--- src/rtl/uart_tx_pkg.sv ---
`default_nettype none
// ============================================================================
//  Module      : uart_tx_pkg
//  Description : Shared types and helpers for the UART transmit engine.
//                - tx_state_t : frame sequencer states
//                - PAR_EVEN / PAR_ODD : parity sense encodings
//                - frame_bits() : serial bits per frame for a configuration
//  Revision    : 1.0 - initial release
// ============================================================================
package uart_tx_pkg;

    typedef enum logic [2:0] {
        IDLE   = 3'd0,
        START  = 3'd1,
        DATA   = 3'd2,
        PARITY = 3'd3,
        STOP   = 3'd4
    } tx_state_t;

    localparam logic PAR_EVEN = 1'b0;
    localparam logic PAR_ODD  = 1'b1;

    // Start bit + data bits + optional parity + one or two stop bits.
    function automatic int unsigned frame_bits(input int unsigned dw,
                                               input logic        par_en,
                                               input logic        stop_two);
        return 32'd2 + dw + 32'(par_en) + 32'(stop_two);
    endfunction

endpackage
`default_nettype wire

--- src/rtl/uart_tx_frame_bit_timer.sv ---
`default_nettype none
// ============================================================================
//  Module      : uart_bit_timer
//  Description : Bit-period counter. Counts 0..limit while running and flags
//                o_bit_end on the last cycle of each bit period. i_restart
//                captures a new limit and clears the count, so a new frame
//                always starts on a clean bit boundary.
//  Ports       : CLK        - clock, posedge
//                RST        - asynchronous active-low reset
//                i_restart  - capture i_prescale, clear count
//                i_run      - count enable (frame in progress)
//                i_prescale - cycles per bit minus 1
//                o_bit_end  - last cycle of the current bit period
//  Revision    : 1.0 - initial release
// ============================================================================
module uart_bit_timer #(
    parameter int PRESCALE_WIDTH = 16
) (
    input  logic                      CLK,
    input  logic                      RST,
    input  logic                      i_restart,
    input  logic                      i_run,
    input  logic [PRESCALE_WIDTH-1:0] i_prescale,
    output logic                      o_bit_end
);

    logic [PRESCALE_WIDTH-1:0] r_limit;
    logic [PRESCALE_WIDTH-1:0] r_count;

    assign o_bit_end = i_run && (r_count == r_limit);

    always_ff @(posedge CLK or negedge RST) begin
        if (!RST) begin
            r_limit <= '0;
            r_count <= '0;
        end else if (i_restart) begin
            r_limit <= i_prescale;
            r_count <= '0;
        end else if (i_run) begin
            if (o_bit_end) begin
                r_count <= '0;
            end else begin
                r_count <= r_count + {{(PRESCALE_WIDTH-1){1'b0}}, 1'b1};
            end
        end
    end

endmodule
`default_nettype wire

--- src/rtl/uart_tx_frame.sv ---
`default_nettype none
// ============================================================================
//  Module      : uart_tx_frame
//  Description : Parametrised UART transmitter. Words enter a one-entry
//                holding buffer through a valid/ready handshake and are sent
//                as start, LSB-first data, optional parity, one or two stop
//                bits. A buffered word is loaded on the final stop bit so
//                consecutive frames leave no idle gap.
//  Ports       : CLK          - clock, posedge
//                RST          - asynchronous active-low reset
//                Cfg_Prescale - cycles per bit minus 1 (latched per frame)
//                Cfg_Par_En   - insert parity bit (latched per frame)
//                Cfg_Par_Odd  - 0 even / 1 odd parity (latched per frame)
//                Cfg_Stop_Two - two stop bits (latched per frame)
//                Data_Valid   - upstream word valid
//                Data_In      - upstream word
//                Data_Ready   - holding buffer empty
//                TX_Out       - registered serial line, idle high
//                Busy         - frame in progress or buffer full
//                Done_Pulse   - high during the last cycle of the final stop bit
//  Revision    : 1.0 - initial release
// ============================================================================
module uart_tx_frame
    import uart_tx_pkg::*;
#(
    parameter int DATA_WIDTH     = 8,
    parameter int PRESCALE_WIDTH = 16
) (
    input  logic                      CLK,
    input  logic                      RST,
    input  logic [PRESCALE_WIDTH-1:0] Cfg_Prescale,
    input  logic                      Cfg_Par_En,
    input  logic                      Cfg_Par_Odd,
    input  logic                      Cfg_Stop_Two,
    input  logic                      Data_Valid,
    input  logic [DATA_WIDTH-1:0]     Data_In,
    output logic                      Data_Ready,
    output logic                      TX_Out,
    output logic                      Busy,
    output logic                      Done_Pulse
);

    localparam int                c_IDX_W    = (DATA_WIDTH > 1) ? $clog2(DATA_WIDTH) : 1;
    localparam logic [c_IDX_W-1:0] c_LAST_IDX = c_IDX_W'(DATA_WIDTH - 1);

    tx_state_t             r_state;
    tx_state_t             w_next_state;

    logic [DATA_WIDTH-1:0] r_buf;
    logic                  r_buf_full;
    logic [DATA_WIDTH-1:0] r_shift;
    logic [DATA_WIDTH-1:0] w_shift_next;
    logic [c_IDX_W-1:0]    r_data_idx;
    logic                  r_stop_idx;
    logic                  r_par_en;
    logic                  r_stop_two;
    logic                  r_par_bit;
    logic                  r_tx;

    logic                  w_accept;
    logic                  w_load;
    logic                  w_shift_en;
    logic                  w_bit_end;
    logic                  w_last_stop;
    logic                  w_done;
    logic                  w_tx_next;

    // Accept only into an empty buffer; a load needs a full one, so the two
    // never coincide and the buffer needs no bypass path.
    assign w_accept = Data_Valid && !r_buf_full;

    uart_bit_timer #(
        .PRESCALE_WIDTH (PRESCALE_WIDTH)
    ) u_bit_timer (
        .CLK        (CLK),
        .RST        (RST),
        .i_restart  (w_load),
        .i_run      (r_state != IDLE),
        .i_prescale (Cfg_Prescale),
        .o_bit_end  (w_bit_end)
    );

    // ------------------------------------------------------------------
    // State register
    // ------------------------------------------------------------------
    always_ff @(posedge CLK or negedge RST) begin
        if (!RST) begin
            r_state <= IDLE;
        end else begin
            r_state <= w_next_state;
        end
    end

    // ------------------------------------------------------------------
    // Next state and datapath controls
    // ------------------------------------------------------------------
    always_comb begin
        w_next_state = r_state;
        w_load       = 1'b0;
        w_shift_en   = 1'b0;
        w_done       = 1'b0;
        w_last_stop  = r_stop_two ? r_stop_idx : 1'b1;

        case (r_state)
            IDLE: begin
                if (r_buf_full) begin
                    w_load       = 1'b1;
                    w_next_state = START;
                end
            end
            START: begin
                if (w_bit_end) begin
                    w_next_state = DATA;
                end
            end
            DATA: begin
                if (w_bit_end) begin
                    w_shift_en = 1'b1;
                    if (r_data_idx == c_LAST_IDX) begin
                        w_next_state = r_par_en ? PARITY : STOP;
                    end
                end
            end
            PARITY: begin
                if (w_bit_end) begin
                    w_next_state = STOP;
                end
            end
            STOP: begin
                if (w_bit_end && w_last_stop) begin
                    w_done = 1'b1;
                    // Chain straight into the next start bit when a word waits.
                    if (r_buf_full) begin
                        w_load       = 1'b1;
                        w_next_state = START;
                    end else begin
                        w_next_state = IDLE;
                    end
                end
            end
            default: begin
                w_next_state = IDLE;
            end
        endcase

        if (w_load) begin
            w_shift_next = r_buf;
        end else if (w_shift_en) begin
            w_shift_next = r_shift >> 1;
        end else begin
            w_shift_next = r_shift;
        end

        // Line level follows the state being entered so TX_Out is a plain flop.
        case (w_next_state)
            IDLE:    w_tx_next = 1'b1;
            START:   w_tx_next = 1'b0;
            DATA:    w_tx_next = w_shift_next[0];
            PARITY:  w_tx_next = r_par_bit;
            STOP:    w_tx_next = 1'b1;
            default: w_tx_next = 1'b1;
        endcase
    end

    // ------------------------------------------------------------------
    // Datapath registers
    // ------------------------------------------------------------------
    always_ff @(posedge CLK or negedge RST) begin
        if (!RST) begin
            r_buf      <= '0;
            r_buf_full <= 1'b0;
            r_shift    <= '0;
            r_data_idx <= '0;
            r_stop_idx <= 1'b0;
            r_par_en   <= 1'b0;
            r_stop_two <= 1'b0;
            r_par_bit  <= 1'b0;
            r_tx       <= 1'b1;
        end else begin
            r_tx    <= w_tx_next;
            r_shift <= w_shift_next;

            if (w_accept) begin
                r_buf      <= Data_In;
                r_buf_full <= 1'b1;
            end else if (w_load) begin
                r_buf_full <= 1'b0;
            end

            if (w_load) begin
                r_par_en   <= Cfg_Par_En;
                r_stop_two <= Cfg_Stop_Two;
                // Parity comes from the whole word now, before shifting
                // destroys it.
                r_par_bit  <= (^r_buf) ^ (Cfg_Par_Odd == PAR_ODD);
                r_data_idx <= '0;
                r_stop_idx <= 1'b0;
            end else begin
                if (w_shift_en) begin
                    r_data_idx <= r_data_idx + c_IDX_W'(1);
                end
                if ((r_state == STOP) && w_bit_end) begin
                    r_stop_idx <= 1'b1;
                end
            end
        end
    end

    assign TX_Out     = r_tx;
    assign Data_Ready = !r_buf_full;
    assign Busy       = (r_state != IDLE) || r_buf_full;
    assign Done_Pulse = w_done;

endmodule
`default_nettype wire
--- config.mk ---
export PLATFORM = sky130hd
export DESIGN_NAME = uart_tx_frame
export DESIGN_NICKNAME = d
export VERILOG_FILES = /design/src/rtl/uart_tx_pkg.sv /design/src/rtl/uart_tx_frame_bit_timer.sv /design/src/rtl/uart_tx_frame.sv
export SDC_FILE = /design/constraint.sdc
export NUM_CORES = 1
export LEC_CHECK = 0
export CAP_MARGIN = 0
export CORE_AREA = 2 2 114 61
export DETAILED_ROUTE_END_ITERATION = 12
export DIE_AREA = 0 0 116 63
export HOLD_SLACK_MARGIN = 0.08
export PLACE_DENSITY = 0.66
export SKIP_LAST_GASP = 1
export SLEW_MARGIN = 20
export SYNTH_ARGS = -nofsm -noshare
export SYNTH_HDL_FRONTEND = slang
export SYNTH_SLANG_ARGS = --single-unit
--- constraint.sdc ---
create_clock -name CLK -period 2.5 [get_ports CLK]
set_clock_uncertainty 0.15 [all_clocks]
set_input_delay 0.5 -clock CLK [delete_from_list [all_inputs] [get_ports CLK]]
set_output_delay 0.5 -clock CLK [all_outputs]
set_load 0.02 [all_outputs]
Word-level counts from Yosys, hierarchy flattened --
Index checks and enable logic that the tools add are counted.
Operators by class: bitwise logic cells 1, reduce and logical (&&, ||, !) cells 13, multiplexer cells 29, $add $sub $neg 2, equality and inequality tests 9
Operators with widths (number):
- two-way mux 16 bit | 3
- two-way mux 3 bit | 9
- adder 16 x 1 -> 16 bit (second input constant) | 1
- == test 16 bit | 1
- two-way mux 8 bit | 2
- case mux 3 bit (5 select lines) | 1
- == test 3 x 2 -> 1 bit (second input constant) | 4
- two-way mux 1 bit | 12
- nonzero test 2 bit | 4
- XOR reduction 8 bit | 1
- == test 3 x 1 -> 1 bit (second input constant) | 2
- == test 3 bit (second input constant) | 2
- logical AND 1 bit | 4
- adder 3 x 1 -> 3 bit (second input constant) | 1
- zero test 3 bit | 1
- case mux 1 bit (3 select lines) | 1
- nonzero test 3 bit | 1
- case mux 1 bit (2 select lines) | 1
- zero test 1 bit | 1
- logical OR 1 bit | 1
- XOR 1 bit | 1
Word-level totals: register bits after elaboration 60, word-level logic and storage cells 67, input bits 30

Longest topological paths before layout --
word-level depth 7, depth in mapped cells 11, depth with buffers taken out 7

By module --
From an unflattened synthesis, not the netlist that was laid out.
Second synthesis, totals: cells, all modules 266, area, all modules 3096.7 sq um
By module, submodules not included:
- uart_bit_timer | cells an instance 149, area an instance 1706.6 sq um, times used 1, sequential area each 800.8 sq um
- uart_tx_frame | cells an instance 117, area an instance 1390.1 sq um, times used 1, sequential area each 701.9 sq um

Worst setup path after synthesis --
No wires, ideal clock.
kind reg-to-output, from register u_bit_timer.r_count[7], to output port Done_Pulse, data arrival time 1.599 ns, data required time 1.850 ns, path slack 0.251 ns, cell stages (with the launch flop) 8, path through dfrtp_1 -> buf_6 -> xnor2_2 -> nand4_1 -> nor4_2 -> buf_4 -> nand3_1 -> a21oi_1
Between the ends: word-level cells in the longest chain between the ends 5
Ends and longest elaborated chain:
- start: declaration | RTL line uart_tx_frame_bit_timer.sv:28 | logic [PRESCALE_WIDTH-1:0] r_count;
- start signal: assignment | RTL line uart_tx_frame_bit_timer.sv:43 | r_count <= r_count + {{(PRESCALE_WIDTH-1){1'b0}}, 1'b1};
- == test 16 bit | RTL line uart_tx_frame_bit_timer.sv:30 | assign o_bit_end = i_run && (r_count == r_limit);
- logical AND 1 bit | RTL line uart_tx_frame_bit_timer.sv:30
- logical AND 1 bit | RTL line uart_tx_frame.sv:130 | if (w_bit_end && w_last_stop) begin
- two-way mux 1 bit | RTL line uart_tx_frame.sv:130
- two-way mux 1 bit | RTL line uart_tx_frame.sv:104 | case (r_state)
- end: declaration | RTL line uart_tx_frame.sv:40 | output logic Done_Pulse
Every way passes these cells.

Worst setup path after layout --
from register u_bit_timer.r_limit[14], to output port Done_Pulse
Between the ends: word-level cells in the longest chain between the ends 5
Ends and longest elaborated chain:
- start: declaration | RTL line uart_tx_frame_bit_timer.sv:27 | logic [PRESCALE_WIDTH-1:0] r_limit;
- start signal: assignment | RTL line uart_tx_frame_bit_timer.sv:37 | r_limit <= i_prescale;
- == test 16 bit | RTL line uart_tx_frame_bit_timer.sv:30
- logical AND 1 bit | RTL line uart_tx_frame_bit_timer.sv:30
- logical AND 1 bit | RTL line uart_tx_frame.sv:130
- two-way mux 1 bit | RTL line uart_tx_frame.sv:130
- two-way mux 1 bit | RTL line uart_tx_frame.sv:104
Every way passes these cells.

==> flow_summary.toml <==
[die]
die_w_um = 116
ios = 34
rows = 21
die_area_mm2 = 0.007308
die_h_um = 63
initial_core_util = 0.4679
coreArea_mm2 = 0.006359

[logic_synthesis]
synthAdderAreaFrac = 0.01262
netlist_area_mm2 = 0.002975
synth_edf_count = 0
avgSynthCellArea_um2 = 9.984
synthCells = 298
muxShareOfSynthArea = 0.04710
yosys.area_share.xor_xnor = 0.09083
ys_ff_latch = 60
yosys_warnings = 0
synth-compound-area-share = 0.1228
async_flop_share = 1.000
synth_seq_area_share = 0.5050
yosysUniqueCellTypes = 42
synthFlopType = "dfrtp_1"
synth_top_family_by_area = "simple AND/OR/NAND/NOR gates"
yosys.area_share.simple = 0.1733
syn_nets = 331

[critical_path]
cpPeakStageDelay_ns = 0.39
cp_max_fo = 2
regToRegEndpoint = "u_bit_timer.r_count[5]"
r2r_setup_slack_ns = 0.17
crit_type = "reg2out"
r2r-start = "u_bit_timer.r_limit[14]"
critPathSlowestCell = "dfrtp_1"
worstPathRequired_ns = 1.85
cp_data_arrival_time_ns = 1.85
startpoint_type = "flip-flop"
crit_buf_inv = 1
r2r_cells = 7
critPathTopFamily = "simple AND/OR/NAND/NOR gates"
crit_chain = "xnor2_1, nand4_1, nor4_2, nand3_1, a21oi_2, buf_4"
end_kind = "output port"

[run_status]
status = "complete, but fails checks"
failed_checks = "negative setup slack"

[placed_design]
dp_hpwl_mm = 4.714
post-place-cells = 437
place_area_mm2 = 0.003541
io_buffers = 33
gp_congestion = 0.8915

[global_routing]
grt_pass1_wl_mm = 11.29
overflow = 0
grt_use_total = 0.2107
grt_pass1_vias = 2205
grt_max_degree = 61
grt_antenna_before_repair = 0

[sta]
fmax_mhz = 399.8
hold_viol = 0
min_period_ns = 2.501
timing.final.crit_share = 1.001
rsz0062_at_grt = "true"
finalWorstSetupSlack_ns = -0.001370
tightest_slew_ns = 0.8952
setup_viol = 1
maxSlewViolCount = 0
slew_headroom = 0.4031

[cts]
worst_skew_pair.late_latency_ns = 0.33
cts_tree = "built"
cts-root-buf = "clkbuf_16"
cts_buffer_depth = 2
cts_buffers = 9
post_cts_buffers = 0
clock-sinks = 60
path_clk_slew_ns = 0.05
htreeDepth = 3

[drt]
vias = 2289
first_pass_iters = 4
drc_errors = 0
wl_per_cell_um = 15.19
ant_nets = 0
via_per_inst = 5.042
finalWirelength_mm = 6.895
initialDrtViolationCount = 235

[run]
cap_violations = 0

[layout]
finish.utilization = 0.6185
fin_area_mm2 = 0.003933
fillerInstances = 536
layout.nets = 390
layout-drive-gt1-share = 0.1823
area_growth_pct = 32.17
antennaDiodeCount = 0
finalNonFillerCells = 454

[hold_path]
hold_depth = 1
hp-start = "r_shift[6]"
hold_path.class = "reg2reg"
min_to = "r_shift[6]"

[pwr]
power_leakage_nw = 1.781
powerDensity_mw_per_mm2 = 1146
vdd_ir_drop_max_mv = 0.5888
==> cell type report <==
| type | count | area, um2 | area share |
|---|---|---|---|
| inverters | 11 | 41.29 | 0.01050 |
| clock inverters | 4 | 95.09 | 0.02418 |
| well taps | 92 | 115.1 | 0.02927 |
| repair buffers | 61 | 560.5 | 0.1425 |
| flip-flops and latches | 60 | 1503 | 0.3821 |
| multi-input cells | 214 | 1361 | 0.3462 |
| clock buffers | 12 | 256.5 | 0.06522 |
==> registers in the layout (all words and copies together) (netlist names) <==
signal               count
u_bit_timer.r_count     16
u_bit_timer.r_limit     16
r_buf                    8
r_shift                  8
r_data_idx               3
r_state                  3
TX_Out                   1
r_buf_full               1
r_par_bit                1
r_par_en                 1
r_stop_idx               1
r_stop_two               1
==> metal layers <==
layer / wire, um / vias up / track usage
met5: 0 / - / 0
met4: 93 / 0 / 0.08631
met3: 551 / 8 / 0.06693
met2: 2637 / 75 / 0.2544
met1: 3612 / 1074 / 0.3354
li1: - / 1132 / -
==> cells in the mapped netlist, types with 2 or more instances <==
library cell | n | area [um2]
nand2_1 | 65 | 244.0
dfrtp_1 | 59 | 1476
xnor2_1 | 23 | 201.4
o21ai_0 | 18 | 90.09
nor2_1 | 15 | 56.30
a22o_1 | 11 | 96.34
inv_1 | 11 | 41.29
a21o_1 | 10 | 75.07
nand3_1 | 10 | 50.05
mux2_2 | 8 | 90.09
xor2_1 | 6 | 52.55
a21oi_1 | 5 | 25.02
mux2i_1 | 5 | 50.05
nand4_1 | 5 | 31.28
buf_2 | 4 | 20.02
buf_6 | 4 | 45.04
nor3_1 | 4 | 20.02
ha_1 | 3 | 37.54
a31oi_1 | 2 | 12.51
buf_4 | 2 | 15.01
clkbuf_1 | 2 | 7.510
nor3b_1 | 2 | 15.01
nor4_1 | 2 | 12.51
o21a_1 | 2 | 15.01
o21ai_2 | 2 | 17.52
or3_1 | 2 | 12.51
==> layout by cell type (no fill, tap or decap), types with 5 or more instances in the layout <==
cell type         n
nand3_1          10
nand2_1          65
clkdlybuf4s50_1  31
a22o_1           11
a21o_1           10
nor2_1           15
mux2_2            8
mux2i_1           5
dfrtp_1          59
inv_1            11
xnor2_1          20
clkbuf_16         9
o21ai_0          18
buf_4            26
xor2_1            6
nand4_1           5
==> logic make-up (layout without fill, tap and decap cells) <==
group	count (synthesis)	after routing
adder cells (fa/ha/maj)	3	3
buffers and inverters	24	88
flip-flops	60	60
multiplexers	13	13
XOR/XNOR	30	30
AND/OR/NAND/NOR	114	114
AO/OA/AOI/OAI	54	54
==> per-stage QoR <==
| step | hold WS, ns | TNS [ns] | power, mW | setup slack, ns |
|---|---|---|---|---|
| 2_1_floorplan | 0.05441 | 0 | 2.583 | 0.2511 |
| 3_3_place_gp | 0.3122 | -0.1449 | 2.976 | -0.1449 |
| 3_5_place_dp | 0.3172 | -0.2018 | 3.005 | -0.2018 |
| 4_1_cts | 0.3287 | -0.04878 | 4.512 | -0.04878 |
| 5_1_grt | 0.3386 | -0.1663 | 4.785 | -0.09033 |
| 6_report | 0.3245 | -0.001370 | 4.506 | -0.001370 |
==> power by group <==
part	internal, mW	total [mW]	switching [mW]
sequential	1.32	1.60	0.279
clock	1.03	1.46	0.430
combinational	0.734	1.45	0.716
total	3.08	4.51	1.43
==> worst max-delay path by stage <==
| stage | startpoint | endpoint | slack [ns] | cells past startpoint |
|---|---|---|---|---|
| floorplan | u_bit_timer.r_count[7] | Done_Pulse | 0.25 | 7 |
| global placement | u_bit_timer.r_limit[8] | Done_Pulse | -0.14 | 6 |
| detailed placement | u_bit_timer.r_limit[2] | Done_Pulse | -0.20 | 6 |
| CTS | u_bit_timer.r_limit[13] | Done_Pulse | -0.05 | 6 |
| global route | u_bit_timer.r_count[13] | Done_Pulse | -0.09 | 6 |
| finish | u_bit_timer.r_limit[14] | Done_Pulse | -0.001 | 6 |
==> worst register-to-register path: cells and delay by family (launching register included) <==
family	cells	cell delay [ns]
buffers and inverters	1	0.24
flip-flops	1	0.39
AO/OA/AOI/OAI	2	0.41
XOR/XNOR	1	0.23
AND/OR/NAND/NOR	3	0.80
==> what timing repair did <==
item,4_1_cts,5_1_grt
pin swaps,1,4
endpoints found under the hold margin,59,0
endpoints found under the setup margin,2,3
hold buffers,1,0
gates resized for setup,7,3
Note: power is estimated with default switching activity, not from simulation.
